===== src/rtl/riscv_run_ctrl.sv =====
// Run controller for the single-cycle RISC-V core: reset stretch, cycle budget, end-of-run detection.
// Optional write checksum enabled with `define RUN_CTRL_SIGNATURE_EN.
module riscv_run_ctrl #(
    parameter int unsigned     XLEN        = 32,
    parameter int unsigned     CNT_W       = 32,
    parameter int unsigned     RST_CYCLES  = 3,
    parameter int unsigned     MAX_CYCLES  = 1000,
    parameter int unsigned     STALL_LIMIT = 4,
    parameter logic [XLEN-1:0] TOHOST_ADDR = XLEN'(32'h0000_0FFC)
) (
    input  logic             clk,
    input  logic             rst,
    input  logic [XLEN-1:0]  pc,
    input  logic             mem_we,
    input  logic [XLEN-1:0]  mem_addr,
    input  logic [XLEN-1:0]  mem_wdata,
    output logic             core_rst,
    output logic             clk_en,
    output logic             running,
    output logic             done,
    output logic             pass,
    output logic             fail,
    output logic             halted,
    output logic             timeout,
    output logic [XLEN-1:0]  fail_code,
    output logic [CNT_W-1:0] cycle_count,
    output logic [31:0]      signature
);

    localparam int unsigned HOLD_W  = $clog2(RST_CYCLES + 1);
    localparam int unsigned STALL_W = $clog2(STALL_LIMIT + 1);

    typedef enum logic [2:0] {StHold, StRun, StPass, StFail, StHalt, StTimeout} state_e;

    state_e             state_q, state_d;
    logic [HOLD_W-1:0]  hold_q, hold_d;
    logic [STALL_W-1:0] stall_q, stall_d;
    logic [CNT_W-1:0]   cnt_q, cnt_d;
    logic [XLEN-1:0]    fail_code_q, fail_code_d;
    logic [XLEN-1:0]    pc_q;
    logic               pc_valid_q;
    logic               tohost_wr;
    logic               pc_repeat;

    assign tohost_wr = mem_we && (mem_addr == TOHOST_ADDR);
    // pc_valid_q keeps the first RUN cycle from comparing against a stale pc
    assign pc_repeat = pc_valid_q && (pc == pc_q);

    always_comb begin
        state_d     = state_q;
        hold_d      = hold_q;
        stall_d     = stall_q;
        cnt_d       = cnt_q;
        fail_code_d = fail_code_q;
        case (state_q)
            StHold: begin
                if (hold_q == HOLD_W'(RST_CYCLES - 1)) begin
                    state_d = StRun;
                end else begin
                    hold_d = hold_q + 1'b1;
                end
            end
            StRun: begin
                cnt_d   = (&cnt_q) ? cnt_q : cnt_q + 1'b1;
                stall_d = pc_repeat ? stall_q + 1'b1 : '0;
                if (tohost_wr && mem_wdata == XLEN'(1)) begin
                    state_d = StPass;
                end else if (tohost_wr && mem_wdata != '0) begin
                    state_d     = StFail;
                    fail_code_d = {1'b0, mem_wdata[XLEN-1:1]};
                end else if (pc_repeat && (stall_q + 1'b1) == STALL_W'(STALL_LIMIT)) begin
                    state_d = StHalt;
                end else if (cnt_q == CNT_W'(MAX_CYCLES - 1)) begin
                    state_d = StTimeout;
                end
            end
            default: ;
        endcase
    end

    always_ff @(posedge clk or negedge rst) begin
        if (!rst) begin
            state_q     <= StHold;
            hold_q      <= '0;
            stall_q     <= '0;
            cnt_q       <= '0;
            fail_code_q <= '0;
            pc_q        <= '0;
            pc_valid_q  <= 1'b0;
        end else begin
            state_q     <= state_d;
            hold_q      <= hold_d;
            stall_q     <= stall_d;
            cnt_q       <= cnt_d;
            fail_code_q <= fail_code_d;
            if (state_q == StRun) begin
                pc_q       <= pc;
                pc_valid_q <= 1'b1;
            end
        end
    end

`ifdef RUN_CTRL_SIGNATURE_EN
    logic [31:0] sig_q;

    always_ff @(posedge clk or negedge rst) begin
        if (!rst) begin
            sig_q <= '0;
        end else if (state_q == StRun && mem_we) begin
            sig_q <= {sig_q[30:0], sig_q[31]} ^ mem_wdata[31:0] ^ mem_addr[31:0];
        end
    end

    assign signature = sig_q;
`else
    assign signature = 32'h0;
`endif

    assign core_rst    = (state_q != StHold);
    assign running     = (state_q == StRun);
    assign clk_en      = running;
    assign pass        = (state_q == StPass);
    assign fail        = (state_q == StFail);
    assign halted      = (state_q == StHalt);
    assign timeout     = (state_q == StTimeout);
    assign done        = pass | fail | halted | timeout;
    assign fail_code   = fail_code_q;
    assign cycle_count = cnt_q;

endmodule


===== config.mk =====
export PLATFORM = sky130hd
export DESIGN_NAME = riscv_run_ctrl
export DESIGN_NICKNAME = d
export VERILOG_FILES = /design/src/rtl/riscv_run_ctrl.sv
export SDC_FILE = /design/constraint.sdc
export NUM_CORES = 1
export LEC_CHECK = 0
export ABC_AREA = 1
export CORE_ASPECT_RATIO = 1.4
export CORE_MARGIN = 2
export CORE_UTILIZATION = 24
export CTS_CLUSTER_DIAMETER = 100
export DETAILED_ROUTE_END_ITERATION = 10
export PLACE_DENSITY = 0.49
export SLEW_MARGIN = 0
export SYNTH_ARGS = -nofsm -noshare
export SYNTH_HDL_FRONTEND = slang
export SYNTH_SLANG_ARGS = --single-unit

===== constraint.sdc =====
create_clock -name clk -period 3.2 [get_ports clk]
set_input_delay 0.96 -clock clk [delete_from_list [all_inputs] [get_ports clk]]
set_output_delay 0.96 -clock clk [all_outputs]
set_load 0.05 [all_outputs]

==> results of run 1 <==
## state kept, by name, indices dropped and copies added, names as in the netlist
| register | flops |
|---|---|
| cycle_count | 32 |
| fail_code | 31 |
| hold_q | 2 |
| pc_q | 32 |
| pc_valid_q | 1 |
| stall_q | 3 |
| state_q | 3 |
## final cells by class
cell class / count / area, um^2
fill: 2597 / 16400
multi-input combinational: 562 / 2700
sequential: 104 / 2600
timing repair buffer: 177 / 1770
inverter: 114 / 428
tap: 315 / 394
clock buffer: 9 / 225
clock inverter: 7 / 63.8
## cell families after synthesis
| group | Yosys count | synth area share [%] |
|---|---|---|
| adders and majority gates | 5 | 1.05 |
| AOI/OAI and AO/OA | 65 | 6.78 |
| and+or+nand+nor | 421 | 29.8 |
| other | 1 | 0.0628 |
| xor gates and xnor gates | 38 | 5.57 |
| DFF | 104 | 43.6 |
| buffers and inverters | 163 | 13.2 |
## cells in the mapped netlist, types with 7 or more instances
cell,n
sky130_fd_sc_hd__inv_1,111
sky130_fd_sc_hd__dfrtp_1,104
sky130_fd_sc_hd__xor2_1,28
sky130_fd_sc_hd__buf_4,35
sky130_fd_sc_hd__o21ai_2,21
sky130_fd_sc_hd__o21ai_0,38
sky130_fd_sc_hd__clkbuf_1,7
sky130_fd_sc_hd__nand3_1,33
sky130_fd_sc_hd__nor3_1,27
sky130_fd_sc_hd__nor2_1,78
sky130_fd_sc_hd__xnor2_1,10
sky130_fd_sc_hd__nand4_1,14
sky130_fd_sc_hd__nand2_1,252
## worst paths after layout
path	from	to	slack, ps	depth (start not counted)
worst max-delay path	state_q[1]$_DFFE_PN0P_	done	150	3
worst min-delay path	pc_valid_q$_DFFE_PN0P_	pc_valid_q$_DFFE_PN0P_	470	1
worst max register to register	state_q[1]$_DFFE_PN0P_	fail_code[10]$_DFFE_PN0P_	950	8
worst min register to register	pc_valid_q$_DFFE_PN0P_	pc_valid_q$_DFFE_PN0P_	470	1
max in group asynchronous	rst	state_q[2]$_DFFE_PN0P_	1850	2
min in group asynchronous	rst	cycle_count[30]$_DFFE_PN0P_	590	1
## per-layer routing
metal / vias to the layer above / part of all wire (%) / global-route usage, %
li1: 2741 / - / -
met1: 2366 / 43 / 15.8
met2: 137 / 50 / 22.7
met3: 25 / 5.1 / 2.68
met4: 0 / 2.2 / 4.48
met5: - / 0 / 0
## worst max-delay path: stages, from the launching register on
cell and delay [ps]:
sky130_fd_sc_hd__dfrtp_1 490, sky130_fd_sc_hd__inv_1 130, sky130_fd_sc_hd__ha_1 320, sky130_fd_sc_hd__clkdlybuf4s50_1 800
## metrics by stage
step	setup WS, ps	hold slack (ps)	instance area (um^2)
6_report	147	471	8190
5_1_grt	54.3	505	8190
4_1_cts	132	475	8190
3_5_place_dp	258	455	7900
3_3_place_gp	283	456	7900
2_1_floorplan	478	440	6100
## layout by cell type (no fill, tap or decap), types with 5 or more instances in the layout
cell type                         Yosys  layout
sky130_fd_sc_hd__buf_4               35       9
sky130_fd_sc_hd__nor3_1              27      27
sky130_fd_sc_hd__clkbuf_16            0       9
sky130_fd_sc_hd__ha_1                 5       5
sky130_fd_sc_hd__nand4_1             14      14
sky130_fd_sc_hd__nand2_1            252     252
sky130_fd_sc_hd__clkdlybuf4s50_1      0     166
sky130_fd_sc_hd__inv_1              111     111
sky130_fd_sc_hd__dfrtp_1            104     104
sky130_fd_sc_hd__o21ai_2             21      21
sky130_fd_sc_hd__xnor2_1             10      10
sky130_fd_sc_hd__nor2_1              78      78
sky130_fd_sc_hd__xor2_1              28      28
sky130_fd_sc_hd__conb_1               1      33
sky130_fd_sc_hd__nand3_1             33      33
sky130_fd_sc_hd__o21ai_0             38      38
## power groups by stage
stage,registers [mW],clock network [mW],logic [mW]
after floorplan,1.34,0,0.162
after global placement,1.34,0,0.306
after detailed placement,1.34,0,0.305
after CTS,1.31,1.18,0.306
after global routing,1.31,1.23,0.330
final,1.31,1.12,0.301
==> results by group, run 1 <==
Run status
  – Status: complete, no violations

Floorplanning
  – I/O pin count: 203
  – Die height: roughly 190 um
  – Die Span X: 137 um
  – DIE AREA: about 26000 um^2
  – Count of standard-cell rows: 68
  – Initial standard-cell utilization of the core: about 24%
  – Placeable core area: approximately 25000 um^2

Timing
  – Actual transition at the worst max-transition pin: roughly 630 ps
  – Final worst path period share: between 90% and 100%
  – Final setup skew: around 14 ps
  – Number of failing setup endpoints in the final timing report: 0
  – Final Hold Violating Endpoints: 0
  – Relative slew margins: 57.7%
  – Unrepaired setup endpoints after global routing: false
  – Fmax: roughly 330 MHz
  – Total Neg Setup Slack: 0 ps
  – Final Slew Violations: 0
  – Minimum period implied by the final worst setup slack: slightly above 3000 ps

Yosys
  – Yosys warns: 0
  – Number of flops mapped to enable cells by yosys: 0
  – Distinct cells, synth: 33
  – Predominant post-synthesis flop cell: sky130_fd_sc_hd__dfrtp_1
  – Average size of a mapped cell: about 7.5 um^2
  – Async set-reset flop share out of synthesis: 100%
  – Leading cell types by total area after synthesis: sky130_fd_sc_hd__dfrtp_1 (44%), sky130_fd_sc_hd__nand2_1 (16%), sky130_fd_sc_hd__inv_1 (7.0%)
  – Sequential element share of the synthesized area: between 40% and 50%
  – Yosys top cell by area: sky130_fd_sc_hd__dfrtp_1
  – Post-synthesis sequential element count: 104
  – Yosys top cell area share: around 44%
  – Netlist area before placement: approximately 6000 um^2
  – Synthesized netlist cell count: 797

Route
  – Drt initial violations: slightly above 200
  – Vias per cell: a little over 4
  – Drt total wl: around 16 mm
  – Final routed wire length divided by cell count: between 10 and 15 um
  – Remaining routing DRC violations: 0
  – Detailed-route via count: about 5300
  – Iteration count of the initial detailed-routing pass: 4
  – Detail Route Antenna Nets: 0

Power
  – Sequential cell fraction of total power: 48.0%
  – Max rail drop VDD: about 0.00023 V
  – Cell-internal power: between 1.5 and 2 mW
  – Power dissipated by switching net loads: about 0.75 mW
  – Combinational share of power: a little over a tenth
  – Total power density per cell area: about 330 nW/um^2
  – Clock Power Share: 41.0%
  – Cell leakage power: a little under 4 nW
  – Power after layout: 2.73 mW
  – Switching Fraction: about 27%

Setup path
  – Critical path start-end classification: flip-flop to output pin
  – Worst-path fanout max: 5
  – Category of the worst setup path launch point: flip-flop
  – Worst EP required: roughly 2200 ps
  – Critical path arrival: 2090 ps
  – Critical path capture point type: output pin

Placement
  – Placer's final routability congestion estimate: 0.801
  – Dpl cells: 1272
  – Count of buffers inserted at the top-level ports: 169
  – Detail Placement HPWL: between 10 and 15 mm

Final layout
  – Number of diodes: 0
  – Final Instance Count excl. Fillers: 1288
  – Final core area utilization: around a third
  – Syn-to-layout area delta: 37.0%
  – Share of layout cells above drive strength 1: under 10%
  – Number of nets in the finished design: 1072

Global routing
  – Total routing resource utilization after global routing: about an eighth
  – First-pass GRT wire length: 26.6 mm
  – Pin count of the biggest net entering global routing: 55
  – Vias in the first global route: approximately 5200
  – Residual overflow from global routing: 0
  – Initial antenna violation count: 0

CTS
  – Sinks on the clock net: approximately 100
  – Clock buffer depth: 2
  – Root Buffer: sky130_fd_sc_hd__clkbuf_16
  – Number of buffers added to fix hold violations after cts: 0
  – Clock tree from TritonCTS: yes
  – Quantity of gates resized following cts: 0
  – Number of clock buffers inserted by TritonCTS: 9
  – CTS clk-pin slew, worst paths: about 80 ps
  – Post-CTS Setup Bufs: 0
  – Maximum level of the CTS H-tree: 3
  – Insertion delay to the later sink of the worst-skew pair: between 300 and 400 ps

Worst hold path
  – Path type of the worst min-delay path: flip-flop to flip-flop

Flow run
  – Count of maximum capacitance violations: 0
(Power assumes the default switching activity.)
==> inputs of run 2 (changes only) <==
- CORE_UTILIZATION: 24 -> 50
- PLACE_DENSITY: 0.49 -> 0.88
==> results by group, run 2 (synthesis results as in run 1) <==
Run status
  – Status: complete, no violations

CTS
  – Number of buffers added to fix hold violations after cts: 0
  – Number of clock buffers inserted by TritonCTS: 9
  – Root Buffer: sky130_fd_sc_hd__clkbuf_16
  – Maximum level of the CTS H-tree: 3
  – Sinks on the clock net: ~100
  – CTS clk-pin slew, worst paths: approximately 60 ps
  – Post-CTS Setup Bufs: 0
  – Clock buffer depth: 2
  – Insertion delay to the later sink of the worst-skew pair: about 340 ps
  – Clock tree from TritonCTS: yes
  – Quantity of gates resized following cts: 0

Setup path
  – Worst-path fanout max: 5
  – Critical path arrival: ~2100 ps
  – Worst EP required: ~2200 ps
  – Critical path capture point type: output pin
  – Cell with the biggest individual delay on the critical path: sky130_fd_sc_hd__clkdlybuf4s50_1
  – FF-to-FF setup slack: ~1100 ps
  – Max incr delay on CP: a little under 900 ps
  – Category of the worst setup path launch point: flip-flop
  – List of cells traversed by the critical path: inv_1 > nor3_1 > clkdlybuf4s50_1
  – Critical path start-end classification: flip-flop to output pin

Final layout
  – Sequential cell area: ~2600 um^2
  – Share of layout cells above drive strength 1: under 10%
  – Number of nets in the finished design: 1072
  – Syn-to-layout area delta: 34.0%
  – Multi-input logic area: 2700 um^2
  – Most used cells in the layout excluding fill and tap cells: sky130_fd_sc_hd__nand2_1 (252), sky130_fd_sc_hd__clkdlybuf4s50_1 (166), sky130_fd_sc_hd__inv_1 (111)
  – Number of fill cells: between 900 and 1000
  – Number of diodes: 0
  – Most common library cell in the layout ignoring fill and taps: sky130_fd_sc_hd__nand2_1

Route
  – Detailed-route via count: between 5000 and 6000
  – Iteration count of the initial detailed-routing pass: 5
  – Remaining routing DRC violations: 0
  – Vias per cell: ~4.8
  – Drt total wl: 14.7 mm
  – Final routed wire length divided by cell count: between 10 and 15 um
  – Detail Route Antenna Nets: 0
  – Drt initial violations: 234

Timing
  – Fmax: about 330 MHz
  – Minimum period implied by the final worst setup slack: 3060 ps
  – Relative slew margins: between 50 and 60%
  – Final setup skew: ~11 ps
  – Actual transition at the worst max-transition pin: between 600 and 700 ps
  – Number of failing setup endpoints in the final timing report: 0
  – Final worst path period share: a little over nine tenths
  – Final Hold Violating Endpoints: 0
  – Final Slew Violations: 0
  – Total Neg Setup Slack: 0 ps
  – Unrepaired setup endpoints after global routing: false

Global routing
  – First-pass GRT wire length: 24.7 mm
  – Initial antenna violation count: 0
  – Residual overflow from global routing: 0
  – Fraction of met1 tracks used by global routing: about 29%
  – Global-route track usage on met2: between 40% and 50%
  – Vias in the first global route: approximately 5300
  – Fraction of met3 tracks used by global routing: 4.58%
  – Total routing resource utilization after global routing: approximately a quarter
  – Most Used Layer, Global Route: met2
  – Pin count of the biggest net entering global routing: a little over 50

Power
  – Power after layout: roughly 2.7 mW
  – Cell leakage power: roughly 3.9 nW
  – Total power density per cell area: about 340 nW/um^2
  – Max rail drop VDD: 0.000303 V

Floorplanning
  – Die Span X: slightly below 100 um
  – Count of standard-cell rows: between 40 and 50
  – I/O pin count: roughly 200
  – DIE AREA: 12900 um^2
  – Die height: around 130 um
  – Initial standard-cell utilization of the core: between 50% and 60%
  – Placeable core area: between 10000 and 15000 um^2

Worst hold path
  – Path type of the worst min-delay path: flip-flop to flip-flop

Placement
  – Placer's final routability congestion estimate: 0.953
  – Count of buffers inserted at the top-level ports: 169
  – Detail Placement HPWL: around 12 mm

Flow run
  – Count of maximum capacitance violations: 0
run 2: layout make-up:
class                      count  share of cell area, %
timing repair buffer         177                   22.4
tap                          147                   2.30
inverter                     114                   5.34
clock inverter                 6                  0.828
multi-input combinational    562                   33.8
clock buffer                  10                   2.86
sequential                   104                   32.5
run 2: critical path, delay by kind of cell (launching register included):
family / cells / cell delay (ps)
AND/OR/NAND/NOR: 1 / 290
buffers and inverters: 2 / 1010
flip-flops: 1 / 470
run 2: per-layer routing:
metal,vias up,routed length (um)
met1,2455,5660
met5,-,0
met4,0,554
met3,36,770
met2,189,7750
li1,2742,-
run 2: final timing paths:
check | cells after the start | endpoint | start
hold / removal | 2 | fail_code[24]$_DFFE_PN0P_ | fail_code[24]$_DFFE_PN0P_
setup / recovery | 3 | fail | state_q[1]$_DFFE_PN0P_
max in group asynchronous | 2 | cycle_count[17]$_DFFE_PN0P_ | rst
min in group asynchronous | 1 | fail_code[21]$_DFFE_PN0P_ | rst
hold reg to reg | 2 | fail_code[24]$_DFFE_PN0P_ | fail_code[24]$_DFFE_PN0P_
setup reg to reg | 8 | cycle_count[18]$_DFFE_PN0P_ | state_q[2]$_DFFE_PN0P_
run 2: stage by stage:
stage / instances / hold slack [ps] / instance area (um^2) / setup slack (ps) / utilization (%)
floorplan: 829 / 440 / 6100 / 478 / -
global placement: 1104 / 454 / 7710 / 168 / 65.6
detailed placement: 1104 / 462 / 7710 / 138 / 65.6
CTS: 1120 / 479 / 8010 / 140 / 68.1
global route: 1120 / 513 / 8010 / 55.9 / 68.1
finish: 1120 / 477 / 8010 / 139 / 68.1
run 2: report_power, final:
group	leakage, nW	internal [mW]	switching (mW)
Sequential	1.26	1.31	0.0000000000513
Combinational	2.45	0.127	0.172
Clock	0.147	0.612	0.493
